<file path="src/rtl/fb_scheduler_if.sv">
// Renderer write channel and single-port frame-buffer RAM bus shared by fb_scheduler.
`timescale 1ns/1ps
interface fb_scheduler_if #(
  parameter int ADDR_W = 17,
  parameter int DATA_W = 8
);
  logic              wr_valid_in;
  logic [ADDR_W-1:0] wr_addr_in;
  logic [DATA_W-1:0] wr_data_in;
  logic              wr_ready_out;
  logic [ADDR_W:0]   mem_addr_out;
  logic              mem_we_out;
  logic [DATA_W-1:0] mem_wdata_out;
  logic [DATA_W-1:0] mem_rdata_in;

  // Environment side: renderer plus RAM
  modport master (
    output wr_valid_in, wr_addr_in, wr_data_in, mem_rdata_in,
    input  wr_ready_out, mem_addr_out, mem_we_out, mem_wdata_out
  );

  modport slave (
    input  wr_valid_in, wr_addr_in, wr_data_in, mem_rdata_in,
    output wr_ready_out, mem_addr_out, mem_we_out, mem_wdata_out
  );
endinterface

</file>
<file path="src/rtl/fb_scheduler.sv">
// Frame-buffer scheduler: scanout-priority RAM arbitration plus render/swap FSM.
// Define FB_DOUBLE_BUFFER_EN for front/back banks; undefined uses a single bank 0.
`timescale 1ns/1ps
module fb_scheduler #(
  parameter int WIDTH  = 300,
  parameter int HEIGHT = 300,
  parameter int ADDR_W = 17,
  parameter int DATA_W = 8
) (
  input  logic              clk_pixel_in,
  input  logic              rst_n_in,
  input  logic [10:0]       hcount_in,
  input  logic [9:0]        vcount_in,
  input  logic              nf_in,
  input  logic              render_done_in,
  fb_scheduler_if.slave     bus,
  output logic              render_start_out,
  output logic [DATA_W-1:0] pix_out,
  output logic              pix_valid_out,
  output logic              front_bank_out,
  output logic              late_out
);
  localparam logic [ADDR_W:0] PIX_COUNT = (ADDR_W+1)'(WIDTH * HEIGHT);

  typedef enum logic [1:0] {
    IDLE   = 2'd0,
    RENDER = 2'd1,
    DONE   = 2'd2
  } state_e;

  state_e            state_q, state_d;
  logic              front_q, front_d;
  logic              start_q, start_d;
  logic              late_q, late_d;
  logic [ADDR_W-1:0] scan_cnt_q, scan_cnt_d;
  logic [ADDR_W:0]   mem_addr_q, mem_addr_d;
  logic              mem_we_q, mem_we_d;
  logic [DATA_W-1:0] mem_wdata_q, mem_wdata_d;
  logic              scan_p1_q, scan_p1_d;
  logic              scan_p2_q, scan_p2_d;
  logic [DATA_W-1:0] pix_q, pix_d;
  logic              pix_valid_q, pix_valid_d;

  logic scan_active_s;
  logic wr_ready_s;
  logic wr_fire_s;
  logic wr_in_range_s;
  logic rd_bank_s;
  logic wr_bank_s;

  assign scan_active_s = (hcount_in < 11'(WIDTH)) && (vcount_in < 10'(HEIGHT));
  assign wr_ready_s    = (state_q == RENDER) && !scan_active_s;
  assign wr_fire_s     = bus.wr_valid_in && wr_ready_s;
  assign wr_in_range_s = ({1'b0, bus.wr_addr_in} < PIX_COUNT);

`ifdef FB_DOUBLE_BUFFER_EN
  assign rd_bank_s = front_q;
  assign wr_bank_s = ~front_q;
`else
  assign rd_bank_s = 1'b0;
  assign wr_bank_s = 1'b0;
`endif

  // Render sequencing; a frame boundary that finds the renderer busy repeats the old front
  always_comb begin
    state_d = state_q;
    front_d = front_q;
    start_d = 1'b0;
    late_d  = 1'b0;
    case (state_q)
      IDLE: begin
        if (nf_in) begin
          state_d = RENDER;
          start_d = 1'b1;
        end else begin
          state_d = IDLE;
        end
      end
      RENDER: begin
        if (render_done_in) begin
          state_d = DONE;
          late_d  = nf_in;
        end else if (nf_in) begin
          late_d = 1'b1;
        end else begin
          state_d = RENDER;
        end
      end
      DONE: begin
        if (nf_in) begin
          state_d = RENDER;
          start_d = 1'b1;
`ifdef FB_DOUBLE_BUFFER_EN
          front_d = ~front_q;
`endif
        end else begin
          state_d = DONE;
        end
      end
      default: begin
        state_d = IDLE;
      end
    endcase
  end

  // RAM arbitration (scanout always wins) and the 3-stage pixel return path
  always_comb begin
    mem_addr_d  = mem_addr_q;
    mem_we_d    = 1'b0;
    mem_wdata_d = mem_wdata_q;
    if (nf_in) begin
      scan_cnt_d = {ADDR_W{1'b0}};
    end else if (scan_active_s) begin
      scan_cnt_d = scan_cnt_q + ADDR_W'(1);
    end else begin
      scan_cnt_d = scan_cnt_q;
    end
    if (scan_active_s) begin
      mem_addr_d = {rd_bank_s, scan_cnt_q};
    end else if (wr_fire_s && wr_in_range_s) begin
      mem_addr_d  = {wr_bank_s, bus.wr_addr_in};
      mem_we_d    = 1'b1;
      mem_wdata_d = bus.wr_data_in;
    end else begin
      mem_we_d = 1'b0;
    end
    scan_p1_d   = scan_active_s;
    scan_p2_d   = scan_p1_q;
    pix_valid_d = scan_p2_q;
    if (scan_p2_q) begin
      pix_d = bus.mem_rdata_in;
    end else begin
      pix_d = {DATA_W{1'b0}};
    end
  end

  // State and output registers; reset discards any in-flight access
  always_ff @(posedge clk_pixel_in or negedge rst_n_in) begin
    if (!rst_n_in) begin
      state_q     <= IDLE;
      front_q     <= 1'b0;
      start_q     <= 1'b0;
      late_q      <= 1'b0;
      scan_cnt_q  <= {ADDR_W{1'b0}};
      mem_addr_q  <= {(ADDR_W+1){1'b0}};
      mem_we_q    <= 1'b0;
      mem_wdata_q <= {DATA_W{1'b0}};
      scan_p1_q   <= 1'b0;
      scan_p2_q   <= 1'b0;
      pix_q       <= {DATA_W{1'b0}};
      pix_valid_q <= 1'b0;
    end else begin
      state_q     <= state_d;
      front_q     <= front_d;
      start_q     <= start_d;
      late_q      <= late_d;
      scan_cnt_q  <= scan_cnt_d;
      mem_addr_q  <= mem_addr_d;
      mem_we_q    <= mem_we_d;
      mem_wdata_q <= mem_wdata_d;
      scan_p1_q   <= scan_p1_d;
      scan_p2_q   <= scan_p2_d;
      pix_q       <= pix_d;
      pix_valid_q <= pix_valid_d;
    end
  end

  assign bus.wr_ready_out  = wr_ready_s;
  assign bus.mem_addr_out  = mem_addr_q;
  assign bus.mem_we_out    = mem_we_q;
  assign bus.mem_wdata_out = mem_wdata_q;
  assign render_start_out  = start_q;
  assign pix_out           = pix_q;
  assign pix_valid_out     = pix_valid_q;
  assign front_bank_out    = front_q;
  assign late_out          = late_q;

endmodule

</file>
<file path="src/flat_wrapper.sv">
// flat-port wrapper written by rule: the top's interface ports become plain ports
module fb_scheduler_flat 
#(
  parameter int WIDTH  = 300,
  parameter int HEIGHT = 300,
  parameter int ADDR_W = 17,
  parameter int DATA_W = 8
)
  (clk_pixel_in, rst_n_in, hcount_in, vcount_in, nf_in, render_done_in, render_start_out, pix_out, pix_valid_out, front_bank_out, late_out, bus_wr_valid_in, bus_wr_addr_in, bus_wr_data_in, bus_mem_rdata_in, bus_wr_ready_out, bus_mem_addr_out, bus_mem_we_out, bus_mem_wdata_out);
  fb_scheduler_if #(.ADDR_W(ADDR_W), .DATA_W(DATA_W)) bus_i ();
  input  logic clk_pixel_in;
  input  logic rst_n_in;
  input  logic [10:0] hcount_in;
  input  logic [9:0] vcount_in;
  input  logic nf_in;
  input  logic render_done_in;
  output logic render_start_out;
  output logic [DATA_W-1:0] pix_out;
  output logic pix_valid_out;
  output logic front_bank_out;
  output logic late_out;
  input wire logic [$bits(bus_i.wr_valid_in)-1:0] bus_wr_valid_in;
  input wire logic [$bits(bus_i.wr_addr_in)-1:0] bus_wr_addr_in;
  input wire logic [$bits(bus_i.wr_data_in)-1:0] bus_wr_data_in;
  input wire logic [$bits(bus_i.mem_rdata_in)-1:0] bus_mem_rdata_in;
  output wire logic [$bits(bus_i.wr_ready_out)-1:0] bus_wr_ready_out;
  output wire logic [$bits(bus_i.mem_addr_out)-1:0] bus_mem_addr_out;
  output wire logic [$bits(bus_i.mem_we_out)-1:0] bus_mem_we_out;
  output wire logic [$bits(bus_i.mem_wdata_out)-1:0] bus_mem_wdata_out;
  assign bus_i.wr_valid_in = bus_wr_valid_in;
  assign bus_i.wr_addr_in = bus_wr_addr_in;
  assign bus_i.wr_data_in = bus_wr_data_in;
  assign bus_i.mem_rdata_in = bus_mem_rdata_in;
  assign bus_wr_ready_out = bus_i.wr_ready_out;
  assign bus_mem_addr_out = bus_i.mem_addr_out;
  assign bus_mem_we_out = bus_i.mem_we_out;
  assign bus_mem_wdata_out = bus_i.mem_wdata_out;
  fb_scheduler #(.WIDTH(WIDTH), .HEIGHT(HEIGHT), .ADDR_W(ADDR_W), .DATA_W(DATA_W)) u_core (.clk_pixel_in(clk_pixel_in), .rst_n_in(rst_n_in), .hcount_in(hcount_in), .vcount_in(vcount_in), .nf_in(nf_in), .render_done_in(render_done_in), .bus(bus_i), .render_start_out(render_start_out), .pix_out(pix_out), .pix_valid_out(pix_valid_out), .front_bank_out(front_bank_out), .late_out(late_out));
endmodule
</file>
<file path="config.mk">
export PLATFORM = sky130hd
export DESIGN_NAME = fb_scheduler_flat
export DESIGN_NICKNAME = d
export VERILOG_FILES = /design/src/rtl/fb_scheduler_if.sv /design/src/rtl/fb_scheduler.sv /design/src/flat_wrapper.sv
export SDC_FILE = /design/constraint.sdc
export NUM_CORES = 1
export LEC_CHECK = 0
export ABC_AREA = 1
export CELL_PAD_IN_SITES_DETAIL_PLACEMENT = 1
export CELL_PAD_IN_SITES_GLOBAL_PLACEMENT = 1
export CORE_MARGIN = 5
export CORE_UTILIZATION = 45
export DETAILED_ROUTE_END_ITERATION = 12
export DONT_BUFFER_PORTS = 1
export GPL_TIMING_DRIVEN = 1
export PLACE_DENSITY = 0.79
export SETUP_SLACK_MARGIN = 0.15
export SYNTH_ARGS = -nofsm -noshare
export SYNTH_HDL_FRONTEND = slang
export SYNTH_SLANG_ARGS = --single-unit
</file>
<file path="constraint.sdc">
create_clock -name clk_pixel_in -period 2.48 [get_ports clk_pixel_in]
set_input_delay 0.496 -clock clk_pixel_in [delete_from_list [all_inputs] [get_ports clk_pixel_in]]
set_output_delay 0.496 -clock clk_pixel_in [all_outputs]
set_load 0.005 [all_outputs]
</file>
; ---- After elaboration in Yosys (flattened, before gate mapping)
; Cells that the tools add are included.
; W data, S select, Z words.
[word_totals]
reg_bits = 59
out_inout_bits = 40
inputBits = 59
elab_cells = 45
[classes]
eq_ne = 3
addsub = 1
n_mux = 16
n_bitwise = 1
reduce_logical = 10
magnitude_cmp = 3
[ops]
columns = operator, count
row1 = $mux W18, 2
row2 = $mux W17, 2
row3 = $add A17 B1 Y17 const B, 1
row4 = $lt A17 B17 Y1 const B, 1
row5 = $lt A11 B9 Y1 const B, 1
row6 = $lt A10 B9 Y1 const B, 1
row7 = $mux W8, 1
row8 = $mux W1, 7
row9 = $mux W2, 3
row10 = $pmux W2 S3, 1
row11 = $logic_and A1 B1 Y1, 4
row12 = $reduce_bool A2 Y1, 2
row13 = $ne A3 B3 Y1 const B, 1
row14 = $eq A2 B1 Y1 const B, 1
row15 = $eq A2 B2 Y1 const B, 1
row16 = $logic_not A2 Y1, 1
row17 = $reduce_and A2 Y1, 1
row18 = $reduce_or A2 Y1, 1
row19 = $logic_not A1 Y1, 1
row20 = $not A1 Y1, 1

; ---- Logic depth before layout (Yosys ltp)
[logic_depth]
ltp_word = 8
depth_mapped = 11
ltp_nobuf = 10

; ---- Worst setup path before layout
; Ideal clock, no wire load.
[synth_path]
path_type = input -> output
from = input port vcount_in[7]
to = output port bus_wr_ready_out
required_ns = 1.984
cell_stages = 7
t_arrival_ns = 1.545
path_slack_ns = 0.439
cell_sequence = or2_1 > o21ai_4 > nand3_4 > buf_6 > buf_2 > nand2_1 > inv_1
[synth_via]
elab_chain_cells = 4
[synth_lines]
columns = element, line
row1 = "start, declared", flat_wrapper.sv:14  ; input logic [9:0] vcount_in;
row2 = $lt A10 B9 Y1, fb_scheduler.sv:51  ; assign scan_active_s = (hcount_in < 11'(WIDTH)) && (vcount_in < 10'(HEIGHT));
row3 = $logic_and A1 B1 Y1, fb_scheduler.sv:51
row4 = $logic_not A1 Y1, fb_scheduler.sv:52  ; assign wr_ready_s = (state_q == RENDER) && !scan_active_s;
row5 = $logic_and A1 B1 Y1, fb_scheduler.sv:52
row6 = "end, declared", flat_wrapper.sv:26  ; output wire logic [$bits(bus_i.wr_ready_out)-1:0] bus_wr_ready_out;
; Every way passes these cells.

; ---- Final worst setup path
; Same ends and word-level chain as after synthesis.

==> flow_summary.toml <==
[clock_tree]
cts_tree = "built"
postCtsHoldBufs = 1
clkTransAtPathRegs_ns = 0.08
htreeDepth = 3
post_cts_resized = 0
cts_setup_buffers = 0
clk-insertion-delay-late_ns = 0.34
clockRootBuffer = "clkbuf_8"
cts_buffers = 9
clkSinkCount = 58
cts_buffer_depth = 2

[power]
p_leak_nw = 1.75
vdd_ir_drop_max_mv = 0.352
p_clk_frac = 0.373
p_sw_mw = 0.794
combPwrFrac = 0.141
internal_power_mw = 1.85
pwr-share-seq = 0.486
p_per_area_nw_per_um2 = 788
switching_share = 0.301
fin_total_pwr_mw = 2.64

[critical_path]
worstPathArrival_ns = 1.41
required_ns = 1.98
critPathKind = "in2out"
critPathTopFamily = "simple AND/OR/NAND/NOR gates"
crit_chain = "or2_1 -> o21ai_4 -> nand3_4 -> nand2_1 -> inv_1"
cp-end-kind = "output pin"
path_buf_inv = 1
cpPeakStageDelay_ns = 0.27
crit_fanout = 20
crit_path_top_delay_cell = "nand3_4"
critPathLaunchType = "primary input"

[yosys]
yosysSeqAreaShare = 0.475
ys_seq_elements = 58
synth_cells = 392
synth.distinct_cells = 31
yosys_warnings = 0
synth.area.top_cells = "dfrtp_1 (48%), nand2_1 (19%), nand4_1 (5.5%)"
yosysTopAreaCell = "dfrtp_1"
synth_top_area_frac = 0.475
netlist_area_um2 = 3050
syn_avg_cell_area_um2 = 7.79

[floorplanning]
die-width_um = 92.4
start_util = 0.457
die_area_um2 = 8530
die_h_um = 92.4
num_rows = 30
coreArea_um2 = 6680
ios = 99

[timing]
fin_crit_sh = 0.767
hold_viol = 0
max_freq_ghz = 0.526
finalMaxSlewViolations = 0
finalWorstSetupSlack_ns = 0.578
slew_headroom = 0.506
fin_skew_ns = 0.0110
grt_setup_unrepaired = "no"
tightest_slew_ns = 0.741
period_needed_ns = 1.90
setup_viol = 0
fin_tns_setup_ns = 0

[route]
ant_nets = 0
drt_pre_antenna_iters = 5
wl_um = 8020
drcViolationCount = 0
wl_per_cell_um = 16.8
initialDrtViolationCount = 109
via_count = 2617
viasPerCell = 5.49

[placement]
pre_cts_slack_ns = 0.278
gpl.final_weighted_congestion = 0.849
dp.cells = 460
hpwl_um = 5740
postPlaceCellArea_um2 = 3100
portBuffers = 0

[grt]
gr-total-overflow = 0
grt_pass1_vias = 2723
grt_pass1_wl_um = 13300
track_usage = 0.196
grt_max_degree = 59
antenna_found_initial = 0

[min_path]
hp-class = "in2async"

[outcome]
status = "finished, final reports clean"

[layout]
layout_commonest_cell = "nand2_1"
drive_above_1_share = 0.0831
final_cell_mix = "nand2_1 (157), dfrtp_1 (58), nor2_1 (31)"
stdcell_area_um2 = 3350
n_antenna_cell = 0
synthToLayoutAreaGrowth_pct = 9.71
finalNonFillerCells = 477
nets = 452

[flow_run]
drv_cap = 0
## final cells by class
class                   count  area (um^2)
inverters                  32          120
fillers                   832         3330
repair buffers              8         80.1
clock inverters             7          101
flip-flops and latches     58         1450
multi-input cells         283         1370
clock buffers               9          124
well taps                  80          100
## worst register-to-register path: stages, from the launching register on
cell and delay [ns]:
dfrtp_1 0.37, inv_1 0.06, nor2_1 0.08, buf_4 0.19
inv_1 0.08, o21ai_2 0.60, nand2_1 0.14, nand2_1 0.10
## cells in the mapped netlist
| cell type | count |
|---|---|
| dfrtp_1 | 58 |
| or2_1 | 1 |
| clkinv_1 | 1 |
| nand2_1 | 157 |
| nor3_4 | 1 |
| buf_6 | 3 |
| xnor2_1 | 3 |
| inv_1 | 30 |
| buf_4 | 2 |
| nand2_2 | 1 |
| a21oi_2 | 1 |
| clkbuf_1 | 9 |
| ha_1 | 1 |
| buf_2 | 6 |
| o211ai_1 | 17 |
| conb_1 | 1 |
| nand3_2 | 2 |
| o22ai_1 | 1 |
| nor2_1 | 31 |
| xor2_1 | 10 |
| inv_2 | 1 |
| a21oi_1 | 1 |
| o21ai_4 | 1 |
| o21ai_0 | 6 |
| a21boi_0 | 1 |
| nor3_1 | 2 |
| nand3_1 | 14 |
| nand3_4 | 1 |
| nor3b_1 | 1 |
| o21ai_2 | 1 |
| nand4_1 | 27 |
## power by group through the flow
stage	combinational [mW]	sequential (mW)	clock (mW)
global placement	0.337	1.30	0
floorplan	0.291	1.26	0
finish	0.372	1.28	0.984
detailed placement	0.354	1.31	0
global route	0.432	1.31	1.06
CTS	0.379	1.29	1.01
## per-stage QoR
stage / hold WS, ns / utilization
final: 0.0252 / 0.501
after global routing: 0.0206 / 0.501
after CTS: 0.0206 / 0.501
after detailed placement: 0.202 / 0.463
after global placement: 0.202 / 0.463
after floorplan: 0.200 / -
## worst paths after layout
path / slack, ns / from / end / cells after the start
worst max-delay path: 0.58 / vcount_in[7] / bus_wr_ready_out / 5
worst min-delay path: 0.03 / rst_n_in / u_core.pix_out[5] / 1
worst max register to register: 0.80 / u_core.state_q[0] / u_core.bus.mem_addr_out[15] / 7
worst min register to register: 0.36 / u_core.scan_p1_q / u_core.pix_valid_d / 0
max in group asynchronous: 2.21 / rst_n_in / u_core.scan_cnt_q[3] / 1
min in group clk_pixel_in: 0.26 / render_done_in / u_core.state_q[0] / 1
## kinds of logic (layout without fill, tap and decap cells)
kind of cell    Yosys count  count (layout)  synth area share
compound gates           29              29            0.0689
xor+xnor                 13              13            0.0373
fa+ha+maj                 1               1           0.00410
buf+inv                  52              56            0.0762
flops                    58              58             0.475
other cells               1               2           0.00123
simple gates            238             238             0.337
## state kept, by name, indices dropped and copies added (netlist names)
register and flops:
u_core.state_q 2, u_core.late_out 1, u_core.bus.mem_addr_out 17, u_core.bus.mem_we_out 1, u_core.scan_cnt_q 17, u_core.pix_valid_d 1, u_core.render_start_out 1, u_core.pix_out 8
u_core.pix_valid_out 1, u_core.bus.mem_wdata_out 8, u_core.scan_p1_q 1
## metal layers
layer	wire, um	vias to the layer above	global-route usage
met5	0	-	0
met4	97	0	0.0656
met3	475	10	0.0585
met2	4060	65	0.331
met1	3390	1274	0.240
li1	-	1268	-
No activity file was read; power rests on OpenSTA's default activity.
